--- config.mk ---
export PLATFORM = sky130hd
export DESIGN_NAME = axis_joiner
export DESIGN_NICKNAME = d
export VERILOG_FILES = /design/src/rtl/axis_pkg.sv /design/src/rtl/axis_skid_buffer.sv /design/src/rtl/axis_joiner.sv
export SDC_FILE = /design/constraint.sdc
export NUM_CORES = 1
export LEC_CHECK = 0
export ABC_CLOCK_PERIOD_IN_PS = 2100
export CAP_MARGIN = 20
export CORE_MARGIN = 2
export CORE_UTILIZATION = 47
export DETAILED_ROUTE_END_ITERATION = 12
export PLACE_DENSITY = 0.89
export SKIP_LAST_GASP = 1
export SLEW_MARGIN = 20
export SYNTH_ARGS = -nofsm -noshare
export SYNTH_HDL_FRONTEND = slang
export SYNTH_HIERARCHICAL = 1
export SYNTH_SLANG_ARGS = --single-unit
--- constraint.sdc ---
create_clock -name clk -period 2.1 [get_ports clk]
set_clock_uncertainty 0.2 [all_clocks]
set_input_delay 0.42 -clock clk [delete_from_list [all_inputs] [get_ports clk]]
set_output_delay 0.42 -clock clk [all_outputs]
set_load 0.005 [all_outputs]
--- src/rtl/axis_pkg.sv ---
// rtl/axis_pkg.sv - shared types and helpers for the header/body stream joiner
// Contents:
//   joiner_state_t : HEAD (forwarding header stream) / BODY (forwarding body stream)
//   ctr_width()    : header word counter width, max(1, $clog2(header_words+1))
// The joined word struct depends on module parameters, so each user declares it locally.
package axis_pkg;

    typedef enum logic {
        HEAD = 1'b0,
        BODY = 1'b1
    } joiner_state_t;

    function automatic int ctr_width(input int header_words);
        int w;
        w = $clog2(header_words + 1);
        return (w < 1) ? 1 : w;
    endfunction

endpackage

--- src/rtl/axis_skid_buffer.sv ---
// rtl/axis_skid_buffer.sv - 2-entry register slice with registered input ready
// Ports:
//   clk, areset           : clock, asynchronous active-high reset
//   in_valid/in_ready     : upstream handshake (in_ready is a flop, no path from out_ready)
//   in_data [WIDTH]       : upstream word
//   out_valid/out_ready   : downstream handshake (out_valid/out_data are flops)
//   out_data [WIDTH]      : downstream word
module axis_skid_buffer #(
    parameter int WIDTH = 8
) (
    input  logic             clk,
    input  logic             areset,
    input  logic             in_valid,
    output logic             in_ready,
    input  logic [WIDTH-1:0] in_data,
    output logic             out_valid,
    input  logic             out_ready,
    output logic [WIDTH-1:0] out_data
);

    logic             skid_valid;
    logic [WIDTH-1:0] skid_data;
    logic             in_fire;
    logic             out_free;
    logic             skid_next;

    assign in_fire  = in_valid & in_ready;
    assign out_free = out_ready | ~out_valid;
    // The skid entry is only ever filled while the output register is stalled;
    // input ready for the next cycle is simply "skid entry will be empty".
    assign skid_next = out_free ? 1'b0 : (skid_valid | in_fire);

    always_ff @(posedge clk or posedge areset) begin
        if (areset) begin
            out_valid  <= 1'b0;
            out_data   <= '0;
            skid_valid <= 1'b0;
            skid_data  <= '0;
            in_ready   <= 1'b0;
        end else begin
            if (out_free) begin
                if (skid_valid) begin
                    // in_ready was low this cycle, so no new word can collide here
                    out_valid  <= 1'b1;
                    out_data   <= skid_data;
                    skid_valid <= 1'b0;
                end else begin
                    out_valid <= in_fire;
                    if (in_fire) begin
                        out_data <= in_data;
                    end
                end
            end else if (in_fire) begin
                skid_valid <= 1'b1;
                skid_data  <= in_data;
            end
            in_ready <= ~skid_next;
        end
    end

endmodule

--- src/rtl/axis_joiner.sv ---
// rtl/axis_joiner.sv - joins one header packet (axis_i1) and one body packet (axis_i2) into axis_o
// Ports:
//   clk, areset                          : clock, asynchronous active-high reset
//   axis_i1_* (tvalid/tready/tdata/tkeep/tuser/tlast) : header stream
//   axis_i2_* (tvalid/tready/tdata/tkeep/tuser/tlast) : body stream, tlast ends the joined packet
//   axis_o_*  (tvalid/tready/tdata/tkeep/tuser/tlast) : joined stream, registered
//   hdr_err                              : 1-cycle pulse, header tlast disagrees with HEADER_WORDS framing
module axis_joiner
    import axis_pkg::*;
#(
    parameter int AXIS_BYTES     = 1,
    parameter int AXIS_USER_BITS = 1,
    parameter int HEADER_WORDS   = 0
) (
    input  logic                      clk,
    input  logic                      areset,
    input  logic                      axis_i1_tvalid,
    output logic                      axis_i1_tready,
    input  logic [AXIS_BYTES*8-1:0]   axis_i1_tdata,
    input  logic [AXIS_BYTES-1:0]     axis_i1_tkeep,
    input  logic [AXIS_USER_BITS-1:0] axis_i1_tuser,
    input  logic                      axis_i1_tlast,
    input  logic                      axis_i2_tvalid,
    output logic                      axis_i2_tready,
    input  logic [AXIS_BYTES*8-1:0]   axis_i2_tdata,
    input  logic [AXIS_BYTES-1:0]     axis_i2_tkeep,
    input  logic [AXIS_USER_BITS-1:0] axis_i2_tuser,
    input  logic                      axis_i2_tlast,
    output logic                      axis_o_tvalid,
    input  logic                      axis_o_tready,
    output logic [AXIS_BYTES*8-1:0]   axis_o_tdata,
    output logic [AXIS_BYTES-1:0]     axis_o_tkeep,
    output logic [AXIS_USER_BITS-1:0] axis_o_tuser,
    output logic                      axis_o_tlast,
    output logic                      hdr_err
);

    typedef struct packed {
        logic [AXIS_BYTES*8-1:0]   tdata;
        logic [AXIS_BYTES-1:0]     tkeep;
        logic [AXIS_USER_BITS-1:0] tuser;
        logic                      tlast;
    } axis_word_t;

    localparam int CW = ctr_width(HEADER_WORDS);
    localparam logic [CW-1:0] LAST_IDX = (HEADER_WORDS > 0) ? CW'(HEADER_WORDS - 1) : '0;

    joiner_state_t state_q, state_d;
    logic [CW-1:0] ctr_q;
    logic          slice_ready;
    logic          slice_valid;
    axis_word_t    slice_word;
    axis_word_t    out_word;
    logic          i1_fire;
    logic          i2_fire;
    logic          at_last_idx;
    logic          hdr_end;

    assign i1_fire     = axis_i1_tvalid & axis_i1_tready;
    assign i2_fire     = axis_i2_tvalid & axis_i2_tready;
    assign at_last_idx = (ctr_q == LAST_IDX);
    // With a fixed header length the counter alone frames the header; i1 tlast is only checked.
    assign hdr_end     = (HEADER_WORDS == 0) ? axis_i1_tlast : at_last_idx;

    always_ff @(posedge clk or posedge areset) begin
        if (areset) begin
            state_q <= HEAD;
            ctr_q   <= '0;
        end else begin
            state_q <= state_d;
            if (HEADER_WORDS > 0 && i1_fire) begin
                ctr_q <= hdr_end ? '0 : ctr_q + CW'(1);
            end
        end
    end

    always_comb begin
        state_d = state_q;
        case (state_q)
            HEAD:    if (i1_fire && hdr_end) state_d = BODY;
            BODY:    if (i2_fire && axis_i2_tlast) state_d = HEAD;
            default: state_d = HEAD;
        endcase
    end

    always_comb begin
        axis_i1_tready = 1'b0;
        axis_i2_tready = 1'b0;
        slice_valid    = 1'b0;
        slice_word     = '0;
        hdr_err        = 1'b0;
        case (state_q)
            HEAD: begin
                axis_i1_tready   = slice_ready;
                slice_valid      = axis_i1_tvalid;
                slice_word.tdata = axis_i1_tdata;
                slice_word.tkeep = axis_i1_tkeep;
                slice_word.tuser = axis_i1_tuser;
                slice_word.tlast = 1'b0;
                hdr_err = (HEADER_WORDS > 0) && axis_i1_tvalid && slice_ready
                          && (axis_i1_tlast != at_last_idx);
            end
            BODY: begin
                axis_i2_tready   = slice_ready;
                slice_valid      = axis_i2_tvalid;
                slice_word.tdata = axis_i2_tdata;
                slice_word.tkeep = axis_i2_tkeep;
                slice_word.tuser = axis_i2_tuser;
                slice_word.tlast = axis_i2_tlast;
            end
            default: ;
        endcase
    end

    axis_skid_buffer #(
        .WIDTH($bits(axis_word_t))
    ) u_slice (
        .clk       (clk),
        .areset    (areset),
        .in_valid  (slice_valid),
        .in_ready  (slice_ready),
        .in_data   (slice_word),
        .out_valid (axis_o_tvalid),
        .out_ready (axis_o_tready),
        .out_data  (out_word)
    );

    assign axis_o_tdata = out_word.tdata;
    assign axis_o_tkeep = out_word.tkeep;
    assign axis_o_tuser = out_word.tuser;
    assign axis_o_tlast = out_word.tlast;

endmodule

==> results.json <==
{
  "die_h_um": 59.7,
  "synth.net_count": 119,
  "hp-class": "input pin to asynchronous set/reset pin",
  "hold_ws_ns": 0.0574,
  "dp_hpwl_um": 1970,
  "syn_avg_cell_area_um2": 15.8,
  "ant_nets": 0,
  "fmaxAchievable_mhz": 506,
  "power_frac_seq_pct": 34.1,
  "grt_max_degree": 26,
  "min_period_ns": 1.98,
  "yosys_register_bits": 26,
  "htree_levels": 1,
  "setup_violations": 0,
  "status": "completed",
  "wl_um": 2740,
  "wl_per_cell_um": 16.0,
  "synth_top_area_share_pct": 44.6,
  "fin_cells": 171,
  "internal_power_mw": 1.88,
  "clk_pin_slew_worst_paths_ns": 0.12,
  "cp.required_ns": 2.10,
  "maxSlewViolCount": 0,
  "area_delta_synth_final_pct": 34.4,
  "power_frac_comb_pct": 58.4,
  "via_per_inst": 5.01,
  "cts-root-buf": "clkbuf_4",
  "rsz0062_at_grt": "no",
  "reg2reg_depth": 5,
  "ir_drop_uv": 605,
  "numCtsBuffers": 3,
  "cts_tree": "yes",
  "cts_buffer_depth": 2,
  "synth_cells": 92,
  "die_w_um": 59.7,
  "die_area_mm2": 0.00356,
  "grt_pass1_vias": 920,
  "grt_overflow_total": 0,
  "r2r_end": "u_slice/out_data[7]$_DFFE_PP0P_",
  "endpoint_kind": "flip-flop",
  "seq_area_frac_synth_pct": 44.6,
  "synth_area_leaders": "dfrtp_1 (45%), mux2_4 (38%), mux2_2 (5.4%), buf_6 (3.1%), buf_8 (1.0%)",
  "powerDensity_mw_per_mm2": 1340,
  "vias": 857,
  "grtUsageTotal_pct": 17.2,
  "ys.warnings.count": 6,
  "r2r_start": "state_q$_DFF_PP0_",
  "post-route-period-util_pct": 94.1,
  "core_area_mm2": 0.00300,
  "worst_slack_ns": 0.124,
  "cellLeakagePower_nw": 0.938,
  "synth_edf_count": 0,
  "yosys.area.top_type": "dfrtp_1",
  "clock-sinks": 26,
  "initial_core_util_pct": 48.5,
  "drive_gt1_share_pct": 44.2,
  "switching_power_mw": 0.748,
  "place_worst_setup_slack_ns": -0.438,
  "crit_fanout": 11,
  "total_power_mw": 2.63,
  "num_rows": 20,
  "grt_pass1_wl_um": 4430,
  "worstPathArrival_ns": 1.98,
  "portBuffers": 40,
  "synth_common_cells": "mux2_4 (37), dfrtp_1 (26), mux2_2 (7), buf_6 (4), inv_1 (3)",
  "synth_cell_type_count": 19,
  "clock_latency_ns": 0.30,
  "nets": 167,
  "numPlacedInstances": 166,
  "io_pins": 42,
  "swShare_pct": 28.4,
  "ff2ff_setup_slack_ns": 0.12,
  "drt-pass1-iter-count": 4,
  "synth_most_common_cell": "mux2_4",
  "syn-cell-area_mm2": 0.00146,
  "fin_setup_tns_ns": 0,
  "finalHoldViolCount": 0,
  "cap_viol_max_count": 0,
  "antenna_found_initial": 0,
  "gp_congestion": 0.737,
  "antenna_cells": 0,
  "crit_type": "flip-flop to flip-flop",
  "ys.flop_type": "dfrtp_1",
  "cp-start-kind": "flip-flop",
  "synthArstFlopShare_pct": 100,
  "drtIter0Drc": 5,
  "p_clk_share_pct": 7.6,
  "drcViolationCount": 0
}
==> flip-flops by register name, indices dropped and copies added, names as in the netlist <==
register and cells:
u_slice/skid_data 11, u_slice/skid_valid 1, state_q 1, u_slice/in_ready 1, u_slice/out_valid 1, u_slice/out_data 11
==> how the worst max path moves through the flow <==
stage	slack, ns	end	cells past startpoint	start
3_5_place_dp	-0.44	u_slice/out_data[7]$_DFFE_PP0P_	5	axis_i1_tvalid
6_report	0.12	u_slice/out_data[7]$_DFFE_PP0P_	5	state_q$_DFF_PP0_
2_1_floorplan	0.31	u_slice/out_data[0]$_DFFE_PP0P_	6	state_q$_DFF_PP0_
5_1_grt	0.05	u_slice/out_data[7]$_DFFE_PP0P_	5	state_q$_DFF_PP0_
4_1_cts	-0.02	axis_i1_tready	3	state_q$_DFF_PP0_
3_3_place_gp	-0.36	u_slice/out_data[7]$_DFFE_PP0P_	5	axis_i1_tvalid
==> worst max-delay path: stages, from the launching register on <==
cell     delay, ns
dfrtp_1       0.43
buf_4         0.15
mux2_2        0.24
a21oi_2       0.08
nor2_4        0.39
mux2_2        0.39
==> cells by family (layout without fill, tap and decap cells) <==
logic type / Yosys count / in the layout / share of synthesized area [%]
flops: 26 / 26 / 44.6
buf+inv: 9 / 55 / 5.41
simple gates: 10 / 10 / 4.89
mux: 44 / 44 / 43.5
other cells: 1 / 1 / 0.257
compound gates: 2 / 2 / 1.29
==> metrics by stage <==
step / util (%) / area [um2]
2_1_floorplan: - / 1460
3_3_place_gp: 63.2 / 1900
3_5_place_dp: 63.2 / 1900
4_1_cts: 65.1 / 1950
5_1_grt: 65.3 / 1960
6_report: 65.3 / 1960
==> placed cells by master, fill, tap and decap left out <==
master            n
a21oi_2           1
a32o_1            1
and2_1            2
buf_12            2
buf_4             7
clkbuf_4          3
clkdlybuf4s50_1  38
conb_1            1
dfrtp_1          26
dlymetal6s2s_1    2
inv_1             3
mux2_2            7
mux2_4           37
nand2_1           1
nand2b_1          1
nand3_1           1
nand3_2           1
nor2_4            1
nor2b_2           1
nor2b_4           1
or2b_1            1
==> power groups by stage <==
stage	sequential, mW	clock, mW	combinational [mW]
4_1_cts	0.896	0.211	1.55
6_report	0.897	0.199	1.54
2_1_floorplan	0.882	0	1.05
5_1_grt	0.928	0.229	1.64
3_5_place_dp	0.902	0	1.48
3_3_place_gp	0.890	0	1.44
==> final cells by class <==
type / count / area (um2)
clock buffer: 3 / 22.5
multi-input combinational: 57 / 736
tap: 33 / 41.3
timing repair buffer: 49 / 498
inverter: 3 / 11.3
sequential: 26 / 651
fill: 226 / 1040
==> metal layers <==
| metal | GRT usage (%) | wire length, um | up-vias |
|---|---|---|---|
| met4 | 5.71 | 29 | 0 |
| met2 | 32.5 | 1510 | 22 |
| met3 | 2.16 | 106 | 2 |
| met1 | 19.6 | 1100 | 420 |
| met5 | 0 | 0 | - |
| li1 | - | - | 413 |
==> repair_timing <==
| action | 4_1_cts | 5_1_grt |
|---|---|---|
| endpoints found under the hold margin | 0 | 0 |
| setup buffers | 2 | 0 |
| endpoints found under the setup margin | 13 | 2 |
| hold buffers | 0 | 0 |
| gates resized for setup | 5 | 2 |
Note: power is estimated with default switching activity, not from simulation.
